## config.mk

```make
export PLATFORM = sky130hd
export DESIGN_NAME = tile_scanner
export DESIGN_NICKNAME = d
export VERILOG_FILES = /design/src/rtl/tile_scanner.sv
export SDC_FILE = /design/constraint.sdc
export NUM_CORES = 1
export LEC_CHECK = 0
export BUFFER_PORTS_ARGS = -buffer_cell sky130_fd_sc_hd__buf_2
export CORE_MARGIN = 5
export CORE_UTILIZATION = 35
export DETAILED_ROUTE_END_ITERATION = 6
export PLACE_DENSITY = 0.66
export RECOVER_POWER = 25
export SLEW_MARGIN = 20
export SYNTH_ARGS = -nofsm -noshare
export SYNTH_HDL_FRONTEND = slang
export SYNTH_SLANG_ARGS = --single-unit
```

## constraint.sdc

```tcl
create_clock -name clk50M -period 2.5 [get_ports clk50M]
set_input_delay 0.25 -clock clk50M [delete_from_list [all_inputs] [get_ports clk50M]]
set_output_delay 0.25 -clock clk50M [all_outputs]
set_load 0.02 [all_outputs]
```

## src/rtl/tile_scanner.sv

```systemverilog
// tile_scanner: fetches each cell of a COLSxROWS tile map and sweeps its TILE_WxTILE_H pixels; AUTO_REFRESH_EN restarts the sweep after every DONE.
module tile_scanner #(
  parameter int COLS   = 5,
  parameter int ROWS   = 4,
  parameter int TILE_W = 32,
  parameter int TILE_H = 30
) (
  input  logic       clk50M,
  input  logic       rst_n,
  input  logic       start,
  input  logic [1:0] map_cell,
  output logic [4:0] map_addr,
  output logic [7:0] x_position,
  output logic [6:0] y_position,
  output logic [7:0] x0,
  output logic [6:0] y0,
  output logic [1:0] object_select,
  output logic       point_cnt_en,
  output logic       busy,
  output logic       done
);
  typedef enum logic [2:0] {IDLE, FETCH, LATCH, SCAN, NEXT, DONE} state_t;
  state_t     r_state;
  logic [4:0] r_idx, r_col, r_row;
  logic [7:0] r_x, r_x0;
  logic [6:0] r_y, r_y0;
  logic [1:0] r_obj;
  logic       r_pce, r_busy, r_done;
  logic [7:0] w_tile_x;
  logic [6:0] w_tile_y;
  logic       w_x_end, w_y_end, w_last, w_col_end;
  assign w_tile_x  = 8'(r_col * TILE_W);
  assign w_tile_y  = 7'(r_row * TILE_H);
  assign w_x_end   = r_x == r_x0 + 8'(TILE_W - 1);
  assign w_y_end   = r_y == r_y0 + 7'(TILE_H - 1);
  assign w_last    = r_idx == 5'(COLS * ROWS - 1);
  assign w_col_end = r_col == 5'(COLS - 1);
  assign map_addr      = r_idx;
  assign x_position    = r_x;
  assign y_position    = r_y;
  assign x0            = r_x0;
  assign y0            = r_y0;
  assign object_select = r_obj;
  assign point_cnt_en  = r_pce;
  assign busy          = r_busy;
  assign done          = r_done;
  // Map sweep FSM: fetch cell, latch it with the tile origin, raster the tile, advance to the next cell.
  always_ff @(posedge clk50M or negedge rst_n)
    if (!rst_n) begin
      r_state <= IDLE;
      r_idx   <= '0;
      r_col   <= '0;
      r_row   <= '0;
      r_x     <= '0;
      r_y     <= '0;
      r_x0    <= '0;
      r_y0    <= '0;
      r_obj   <= '0;
      r_pce   <= 1'b0;
      r_busy  <= 1'b0;
      r_done  <= 1'b0;
    end else begin
      case (r_state)
        IDLE:
          if (start) begin
            r_state <= FETCH;
            r_busy  <= 1'b1;
            r_idx   <= '0;
            r_col   <= '0;
            r_row   <= '0;
          end
        FETCH: r_state <= LATCH;
        LATCH: begin
          r_obj   <= map_cell;
          r_x0    <= w_tile_x;
          r_y0    <= w_tile_y;
          r_x     <= w_tile_x;
          r_y     <= w_tile_y;
          r_pce   <= 1'b1;
          r_state <= SCAN;
        end
        SCAN:
          if (w_x_end && w_y_end) begin
            r_pce   <= 1'b0;
            r_state <= NEXT;
          end else if (w_x_end) begin
            r_x <= r_x0;
            r_y <= r_y + 7'd1;
          end else
            r_x <= r_x + 8'd1;
        NEXT:
          if (w_last) begin
            r_idx   <= '0;
            r_col   <= '0;
            r_row   <= '0;
            r_done  <= 1'b1;
            r_state <= DONE;
          end else begin
            r_idx   <= r_idx + 5'd1;
            r_col   <= w_col_end ? 5'd0 : r_col + 5'd1;
            r_row   <= w_col_end ? r_row + 5'd1 : r_row;
            r_state <= FETCH;
          end
        DONE: begin
          r_done <= 1'b0;
`ifdef AUTO_REFRESH_EN
          r_state <= FETCH;
`else
          r_busy  <= 1'b0;
          r_state <= IDLE;
`endif
        end
        default: r_state <= IDLE;
      endcase
    end
endmodule

```

==> reports/results.ini <==
[clock_tree]
htreeDepth=2
numCtsBuffers=5
tritoncts=done
cts_max_path_buffers=2
clock_sinks=47
clock_latency_ns=0.30
clk_pin_slew_worst_paths_ns=0.09
root_buffer=clkbuf_8

[route]
wl_per_cell_um=14.9
drtIter0Drc=57
via_count=2415
drc=0
vias_per_cell=5.25
routed_wl_mm=6.87
first_pass_iters=4
ant_nets=0

[cells_and_area]
antenna_cells=0
synthToLayoutAreaGrowth_pct=16.0
drive_above_1_share_pct=20.8
num-nets-final=377

[hold_path]
hold_depth=3
min_from=map_cell[0]
min-delay-path-class=in2reg
hold_end=object_select[0]

[setup_path]
r2r_cells=11
critical_path_class=reg2reg
path_max_fanout=2
cp_slowest_cell=fa_1
endpoint_kind=register
worstPathRequired_ns=2.68
cp_cell_sequence=fa_1 -> inv_1 -> fa_1 -> inv_2 -> ha_4 -> a21o_1 -> a21oi_2 -> xnor2_1 -> nand2_1 -> o21ai_1 -> a21oi_1
arrival_ns=2.73
r2r_slack_ns=-0.05
max_stage_delay_ns=0.56
path_common_cell=fa_1
reg2reg_from=r_row[1]
crit_path_start_kind=register
worst_r2r_endpoint=y_position[6]

[grt]
grt_max_degree=30
antenna_found_initial=0
grt_pass1_vias=2387
grt_first_pass_wirelength_mm=11.6
grt-ovfl-total=0
track_usage_pct=14.0

[timing]
whs_ns=0.134
rsz0062_at_grt=true
final.min_clock_period_ns=2.55
clock_skew_ns=0.0101
fin_ws_ns=-0.0545
slew_viol_final=0
fmax_mhz=391
worstMarginPinSlew_ns=1.08
slew-limit-headroom_pct=28.1
period_share_pct=102
hold_viol=0
setup_viol_count_final=3

[logic_synthesis]
yosysUniqueCellTypes=56
synthCells=309
syn_area_per_cell_sq_um=9.40
syn_area_sq_um=2900
synth_edf_count=0
yosysWarningCount=0
ys_seq_area_share_pct=40.5
ys_seq_elements=47
ys.flop_type=dfrtp_1
async_reset_ff_share_pct=100

[run_status]
outcome=finished, violations left
violations=setup timing

[pwr]
power_leakage_nw=1.52
p_comb_share_pct=2.6
power_frac_clock_pct=36.6
p_switching_mw=0.291
p_per_area_nw_per_um2=372
p_seq_share_pct=60.8
sw_frac_of_total_pct=23.2
irDropWorstVdd_v=0.000190
power.internal_mw=0.963

[floorplanning]
die_height_um=101
die_w_um=101
start_util_pct=35.7
num_rows=33
die_area_sq_um=10200
coreArea_sq_um=8130
pin_count=45

[placement]
pre_cts_slack_ns=-0.107
io_buffers=38
place.gp.congestion=0.808
dp_hpwl_mm=5.13

[flow_run]
maxCapViolations=0

[worst max path at each step]
stage,start,endpoint,cells after the start
2_1_floorplan,r_row[1],y_position[6],11
5_1_grt,r_row[1],y_position[5],10
3_5_place_dp,r_row[1],y_position[6],11
3_3_place_gp,r_row[1],y_position[6],11
4_1_cts,r_row[2],y_position[6],11
6_report,r_row[1],y_position[6],11
[per-layer routing]
metal / GRT usage [%] / wire (um)
met1: 18.4 / 3160
met2: 23.3 / 3310
met3: 3.32 / 360
met4: 2.97 / 35
met5: 0 / 0
[critical path, delay by kind of cell, from the launching register on]
family	cells	cell delay (ns)
AOI/OAI and AO/OA	4	0.43
xor gates and xnor gates	1	0.13
adders and majority gates	3	1.25
buffers and inverters	2	0.12
DFF	1	0.43
and+or+nand+nor	1	0.08
[cell usage in the layout, fill, tap and decap left out, types with 3 or more instances in the layout]
master and count:
a21oi_1 20, a22o_1 3, a31oi_1 6, a41o_1 3, and3_1 4, buf_2 37, buf_4 12, clkbuf_1 4
clkbuf_8 5, conb_1 6, dfrtp_1 46, fa_1 4, ha_1 12, inv_1 12, mux2i_1 3, nand2_1 44
nand2b_1 4, nand3_1 10, nand4_1 3, nor2_1 10, o211ai_1 3, o21ai_0 23, o21ai_1 4, o22ai_1 9
xnor2_1 11, xor2_1 7
[cell usage after synthesis (2+ instances only)]
cell type | n | area, sq um
dfrtp_1 | 47 | 1180
nand2_1 | 44 | 165
o21ai_0 | 25 | 125
a21oi_1 | 21 | 105
ha_1 | 13 | 163
inv_1 | 13 | 48.8
xnor2_1 | 12 | 105
clkbuf_1 | 11 | 41.3
nand3_1 | 10 | 50.1
nor2_1 | 10 | 37.5
o22ai_1 | 10 | 62.6
xor2_1 | 7 | 61.3
a31oi_1 | 6 | 37.5
buf_4 | 6 | 45.0
fa_1 | 5 | 100
and3_1 | 4 | 25.0
nand2b_1 | 4 | 25.0
a22o_1 | 3 | 26.3
a41o_1 | 3 | 30.0
mux2i_1 | 3 | 30.0
nand4_1 | 3 | 18.8
o211ai_1 | 3 | 22.5
a21o_1 | 2 | 15.0
and2_1 | 2 | 12.5
and4_1 | 2 | 17.5
buf_2 | 2 | 10.0
mux2_2 | 2 | 22.5
nand4bb_1 | 2 | 22.5
nor2b_1 | 2 | 12.5
nor3_1 | 2 | 10.0
o21a_1 | 2 | 15.0
o21ai_1 | 2 | 10.0
o31ai_1 | 2 | 15.0
or2_1 | 2 | 12.5
[logic make-up (layout without fill, tap and decap cells)]
kind of cell / after synthesis / in the layout / synth area share (%)
buf+inv: 34 / 75 / 5.56
xor+xnor: 20 / 20 / 6.29
compound gates: 88 / 88 / 18.9
other cells: 1 / 6 / 0.129
mux: 5 / 5 / 1.81
simple gates: 96 / 96 / 17.8
fa+ha+maj: 18 / 18 / 9.05
flops: 47 / 47 / 40.5
[repair_timing]
action	in CTS	in global routing
setup endpoints to repair	4	5
gates cloned	0	0
pin swaps	2	3
endpoints found under the hold margin	9	0
hold buffers	1	0
resized for setup	2	5
buffers inserted	1	0
[state kept, by name, summed over array words and instances (netlist names)]
name	flops
x_position	8
y_position	7
y0	6
map_addr	5
r_col	5
r_row	5
r_state	3
x0	3
object_select	2
busy	1
done	1
point_cnt_en	1
[power groups by stage]
stage	sequential (mW)	combinational, mW	clock [mW]
detailed placement	0.777	0.0350	0
CTS	0.762	0.0364	0.477
global route	0.762	0.0391	0.504
global placement	0.777	0.0345	0
floorplan	0.779	0.0162	0
finish	0.762	0.0332	0.458
[per-stage QoR]
stage | area [sq um] | total power, mW | utilization [%] | instances | setup TNS (ns)
floorplan | 2930 | 0.796 | - | 314 | -0.0450
global placement | 3240 | 0.811 | 39.9 | 450 | -0.0306
detailed placement | 3240 | 0.812 | 39.9 | 450 | -0.264
CTS | 3350 | 1.28 | 41.1 | 460 | -0.136
global route | 3370 | 1.31 | 41.4 | 460 | -0.603
finish | 3370 | 1.25 | 41.4 | 460 | -0.0779
[area by class of cell]
type / instances / area, sq um
clock buffer: 6 / 72.6
clock inverter: 2 / 12.5
fill: 816 / 4770
inverter: 13 / 48.8
multi-input combinational: 233 / 1620
sequential: 47 / 1180
tap: 105 / 131
timing repair buffer: 54 / 308
Note: power is estimated with default switching activity, not from simulation.
